[src/rtl/lz_denorm.sv]
// lz_denorm: multi-cycle denormalizer, the inverse of a leading-zero counter.
// A word is accepted in IDLE, shifted right by up to STEP bits per SHIFT cycle
// until the requested leading-zero count is reached, then presented in DONE
// until the consumer takes it.
module lz_denorm #(
  parameter int WIDTH = 32,
  parameter int STEP  = 8
) (
  input  logic             clk,
  input  logic             rst,
  input  logic             in_valid,
  output logic             in_ready,
  input  logic [WIDTH-1:0] in_data,
  input  logic [5:0]       in_count,
  output logic             out_valid,
  input  logic             out_ready,
  output logic [WIDTH-1:0] out_data,
  output logic             out_ok
);

  // Remainder width: large enough to hold any effective count 0..WIDTH.
  localparam int              RW      = $clog2(WIDTH + 1);
  localparam logic [RW-1:0]   FULL_R  = RW'(WIDTH);
  localparam logic [RW-1:0]   STEP_R  = RW'(STEP);
  localparam logic [31:0]     WIDTH_U = 32'(WIDTH);

  typedef enum logic [1:0] {
    IDLE  = 2'd0,
    SHIFT = 2'd1,
    DONE  = 2'd2
  } state_t;

  state_t            r_state;
  state_t            w_state_next;
  logic [RW-1:0]     r_rem;
  logic [RW-1:0]     w_rem_next;
  logic [WIDTH-1:0]  r_data;
  logic [WIDTH-1:0]  w_data_next;
  logic              r_ok;
  logic              w_ok_next;

  logic [31:0]       w_count_wide;
  logic [RW-1:0]     w_eff;
  logic [RW-1:0]     w_s;
  logic [WIDTH-1:0]  w_shifted;

  // Effective count saturates at WIDTH; the compare is done at 32 bits so it
  // is valid for any WIDTH, including ones narrower than the 6-bit count.
  always_comb begin
    w_count_wide = 32'(in_count);
    if (w_count_wide >= WIDTH_U) begin
      w_eff = FULL_R;
    end else begin
      w_eff = w_count_wide[RW-1:0];
    end
  end

  // Per-cycle shift amount is the smaller of the remainder and STEP.
  always_comb begin
    if (r_rem > STEP_R) begin
      w_s = STEP_R;
    end else begin
      w_s = r_rem;
    end
    w_shifted = r_data >> w_s;
  end

  // Next-state and datapath update; everything holds unless a state acts.
  always_comb begin
    w_state_next = r_state;
    w_rem_next   = r_rem;
    w_data_next  = r_data;
    w_ok_next    = r_ok;
    unique case (r_state)
      IDLE: begin
        if (in_valid) begin
          w_data_next = in_data;
          w_rem_next  = w_eff;
          // A zero-filled result still has the requested CLZ, so a full-width
          // count is always correct even when the input was unnormalized.
          w_ok_next   = in_data[WIDTH-1] | (w_eff == FULL_R);
          if (w_eff == '0) begin
            w_state_next = DONE;
          end else begin
            w_state_next = SHIFT;
          end
        end
      end
      SHIFT: begin
        w_data_next = w_shifted;
        w_rem_next  = r_rem - w_s;
        if (r_rem == w_s) begin
          w_state_next = DONE;
        end
      end
      DONE: begin
        if (out_ready) begin
          w_state_next = IDLE;
        end
      end
      default: begin
        w_state_next = IDLE;
      end
    endcase
  end

  // State and datapath registers; reset wins over any handshake.
  always_ff @(posedge clk) begin
    if (rst) begin
      r_state <= IDLE;
      r_rem   <= '0;
      r_data  <= '0;
      r_ok    <= 1'b0;
    end else begin
      r_state <= w_state_next;
      r_rem   <= w_rem_next;
      r_data  <= w_data_next;
      r_ok    <= w_ok_next;
    end
  end

  assign in_ready  = (r_state == IDLE);
  assign out_valid = (r_state == DONE);
  assign out_data  = r_data;
  assign out_ok    = r_ok;

endmodule

[config.mk]
export PLATFORM = sky130hd
export DESIGN_NAME = lz_denorm
export DESIGN_NICKNAME = d
export VERILOG_FILES = /design/src/rtl/lz_denorm.sv
export SDC_FILE = /design/constraint.sdc
export NUM_CORES = 1
export LEC_CHECK = 0
export ABC_AREA = 1
export CAP_MARGIN = 10
export CORE_MARGIN = 5
export CORE_UTILIZATION = 51
export CTS_BUF_LIST = sky130_fd_sc_hd__clkbuf_16
export DETAILED_ROUTE_END_ITERATION = 12
export DONT_BUFFER_PORTS = 1
export PLACE_DENSITY = 0.66
export SLEW_MARGIN = 20
export SYNTH_ARGS = -nofsm -noshare
export SYNTH_HDL_FRONTEND = slang
export SYNTH_SLANG_ARGS = --single-unit
[constraint.sdc]
create_clock -name clk -period 4.3 [get_ports clk]
set_input_delay 0.86 -clock clk [delete_from_list [all_inputs] [get_ports clk]]
set_output_delay 0.86 -clock clk [all_outputs]
set_load 0.02 [all_outputs]
==> impl_metrics.json <==
{
  "synth_top_area_cell": "dfxtp_1",
  "synthesis.nets": 648,
  "synth_edf_count": 0,
  "swShare": 0.454,
  "grtUsageMet3": 0.0976,
  "arrival_ns": 2.86,
  "first_pass_iters": 6,
  "drive_gt1_frac": 0.0469,
  "clk_pin_slew_ns": 0.06,
  "maxSlewHeadroom": 0.544,
  "grt_start_max_net_pins": 30,
  "antenna_found_initial": 0,
  "cts_buffers": 5,
  "p_leak_nw": 1.64,
  "seqPwrFrac": 0.334,
  "coreArea_um2": 6680,
  "cts_setup_buffers": 0,
  "ys_types": 29,
  "via_per_inst": 6.13,
  "rows": 30,
  "grt_pass1_vias": 3612,
  "drc": 0,
  "cts_hold_buf": 0,
  "finClkSkew_ns": 0.00395,
  "hp-start": "r_rem[5]",
  "p_switching_mw": 0.751,
  "syn2layout_area_growth_pct": 2.28,
  "worst_pin_slew_ns": 0.683,
  "hold_viol_final": 0,
  "clock_path_buffers": 2,
  "drtIter0Drc": 455,
  "cap_viol_max_count": 0,
  "routedWlPerCell_um": 17.6,
  "criticalPathCategory": "flop to flop",
  "cellPowerDensity_nw_per_um2": 469,
  "async_flop_share": 0,
  "cp-startpoint": "r_rem[5]",
  "grt_busiest_layer": "met2",
  "grt_util_met2": 0.401,
  "power.internal_mw": 0.903,
  "antenna_cells": 0,
  "dieArea_um2": 8510,
  "dp_slack_ns": 1.49,
  "post_cts_resized": 0,
  "setup_viol": 0,
  "r2r-start": "r_rem[5]",
  "cts.sinks": 41,
  "status": "finished clean",
  "yosysWarnings": 0,
  "pin_count": 77,
  "crit_path_start_kind": "flop",
  "clock_latency_ns": 0.29,
  "nets": 618,
  "required_ns": 4.54,
  "cts_tree": "done",
  "clkPwrFrac": 0.264,
  "h-tree-depth": 2,
  "path_max_fanout": 25,
  "timing.final.crit_share": 0.611,
  "netlist_instances": 605,
  "yosys-top-cells-area": "dfxtp_1, nand2_1, nand3_1, a21oi_1, o21ai_0",
  "use_met1": 0.353,
  "rsz0062_at_grt": "no",
  "synth_seq_cells": 41,
  "synth_top_area_share": 0.238,
  "netlist_area_um2": 3450,
  "hp-class": "flop to flop",
  "ant_nets": 0,
  "syn_avg_cell_area_um2": 5.70,
  "vias": 4021,
  "finalMaxSlewViolations": 0,
  "synth_common_cells": "nand2_1, nand3_1, inv_1, a21oi_1, o21ai_0",
  "ir_worst_vdd_uv": 242,
  "endpoint_kind": "flop",
  "gp_congestion": 0.969,
  "wirelength_mm": 11.6,
  "die_h_um": 92.2,
  "ys_seq_area_frac": 0.238,
  "worst_slack_ns": 1.67,
  "root_buffer": "clkbuf_16",
  "synth_ff_type": "dfxtp_1",
  "max_freq_mhz": 381,
  "overflow": 0,
  "dpl.hpwl_mm": 8.55,
  "track_usage": 0.268,
  "initial_utilization": 0.516,
  "setup_tns_ns": 0,
  "die_w_um": 92.2,
  "io_buffers": 0,
  "p_comb_frac": 0.402,
  "yosysMostFrequentCell": "nand2_1",
  "grt_pass1_wl_mm": 18.2,
  "reg2reg_setup_slack_ns": 1.67,
  "fin_crit_ns": 2.63
}
[path summary, 6_finish.rpt]
check / endpoint / cells after the start
min: r_rem[5] / 2
max reg2reg: out_data[14] / 12
min reg2reg: r_rem[5] / 2
max: out_data[14] / 12
[worst max-delay path: stages (launching register included)]
cell and delay, ns:
dfxtp_1 0.33, nor2_4 0.47, nand3_2 0.44, buf_4 0.36, inv_2 0.17, nand2_1 0.07
o21ai_1 0.11, nand2_1 0.09, nand3_1 0.14, nand3_1 0.13, nand3_1 0.13, nand2_1 0.06
inv_1 0.04
[logic make-up after synthesis]
logic type / after synthesis / share of synthesized area
AND/OR/NAND/NOR: 340 / 0.448
AO/OA/AOI/OAI: 120 / 0.181
buffers and inverters: 102 / 0.129
other: 1 / 0.00109
adder cells (fa/ha/maj): 1 / 0.00363
flip-flops: 41 / 0.238
[through the flow]
step           instance area (um2)  hold WS, ns  utilization  total power [mW]  std cells
4_1_cts                       3530        0.514        0.528              1.65        656
3_3_place_gp                  3360        0.496        0.503              1.20        648
3_5_place_dp                  3360        0.505        0.503              1.21        648
2_1_floorplan                 3450        0.485            -              1.08        605
5_1_grt                       3530        0.552        0.528              1.76        656
6_report                      3530        0.516        0.528              1.65        656
[sequential cells by signal, summed over array words and instances, names as in the netlist]
| register | cells |
|---|---|
| out_data | 32 |
| out_ok | 1 |
| r_rem | 6 |
| r_state | 2 |
[layout make-up]
class                   instances  area [um2]
fillers                       742        3150
multi-input cells             462        2190
flip-flops and latches         41         821
inverters                      62         233
clock buffers                   5         125
well taps                      80         100
clock inverters                 3        41.3
repair buffers                  3        22.5
[power groups by stage]
stage          clock, mW  sequential, mW  combinational (mW)
4_1_cts            0.442           0.552               0.652
6_report           0.437           0.552               0.665
3_3_place_gp           0           0.560               0.643
5_1_grt            0.456           0.559               0.748
3_5_place_dp           0           0.561               0.648
2_1_floorplan          0           0.533               0.548
[cells in the final DEF (no fill, tap or decap), drive strengths merged]
cell type,count
nand2,189
nand3,103
inv,62
o21ai,57
a21oi,51
dfxtp,41
nor2,22
nand4,21
a31oi,7
clkbuf,5
o211ai,3
nor3,3
buf,3
nand3b,2
a31o,1
a211oi,1
ha,1
conb,1
clkinv,1
bufinv,1
clkinvlp,1
[metal layers]
metal / part of all wire / wire, um
met1: 0.42 / 4900
met3: 0.11 / 1280
met2: 0.44 / 5090
met5: 0 / 0
met4: 0.026 / 305
Power figures use the tool's default switching activity.
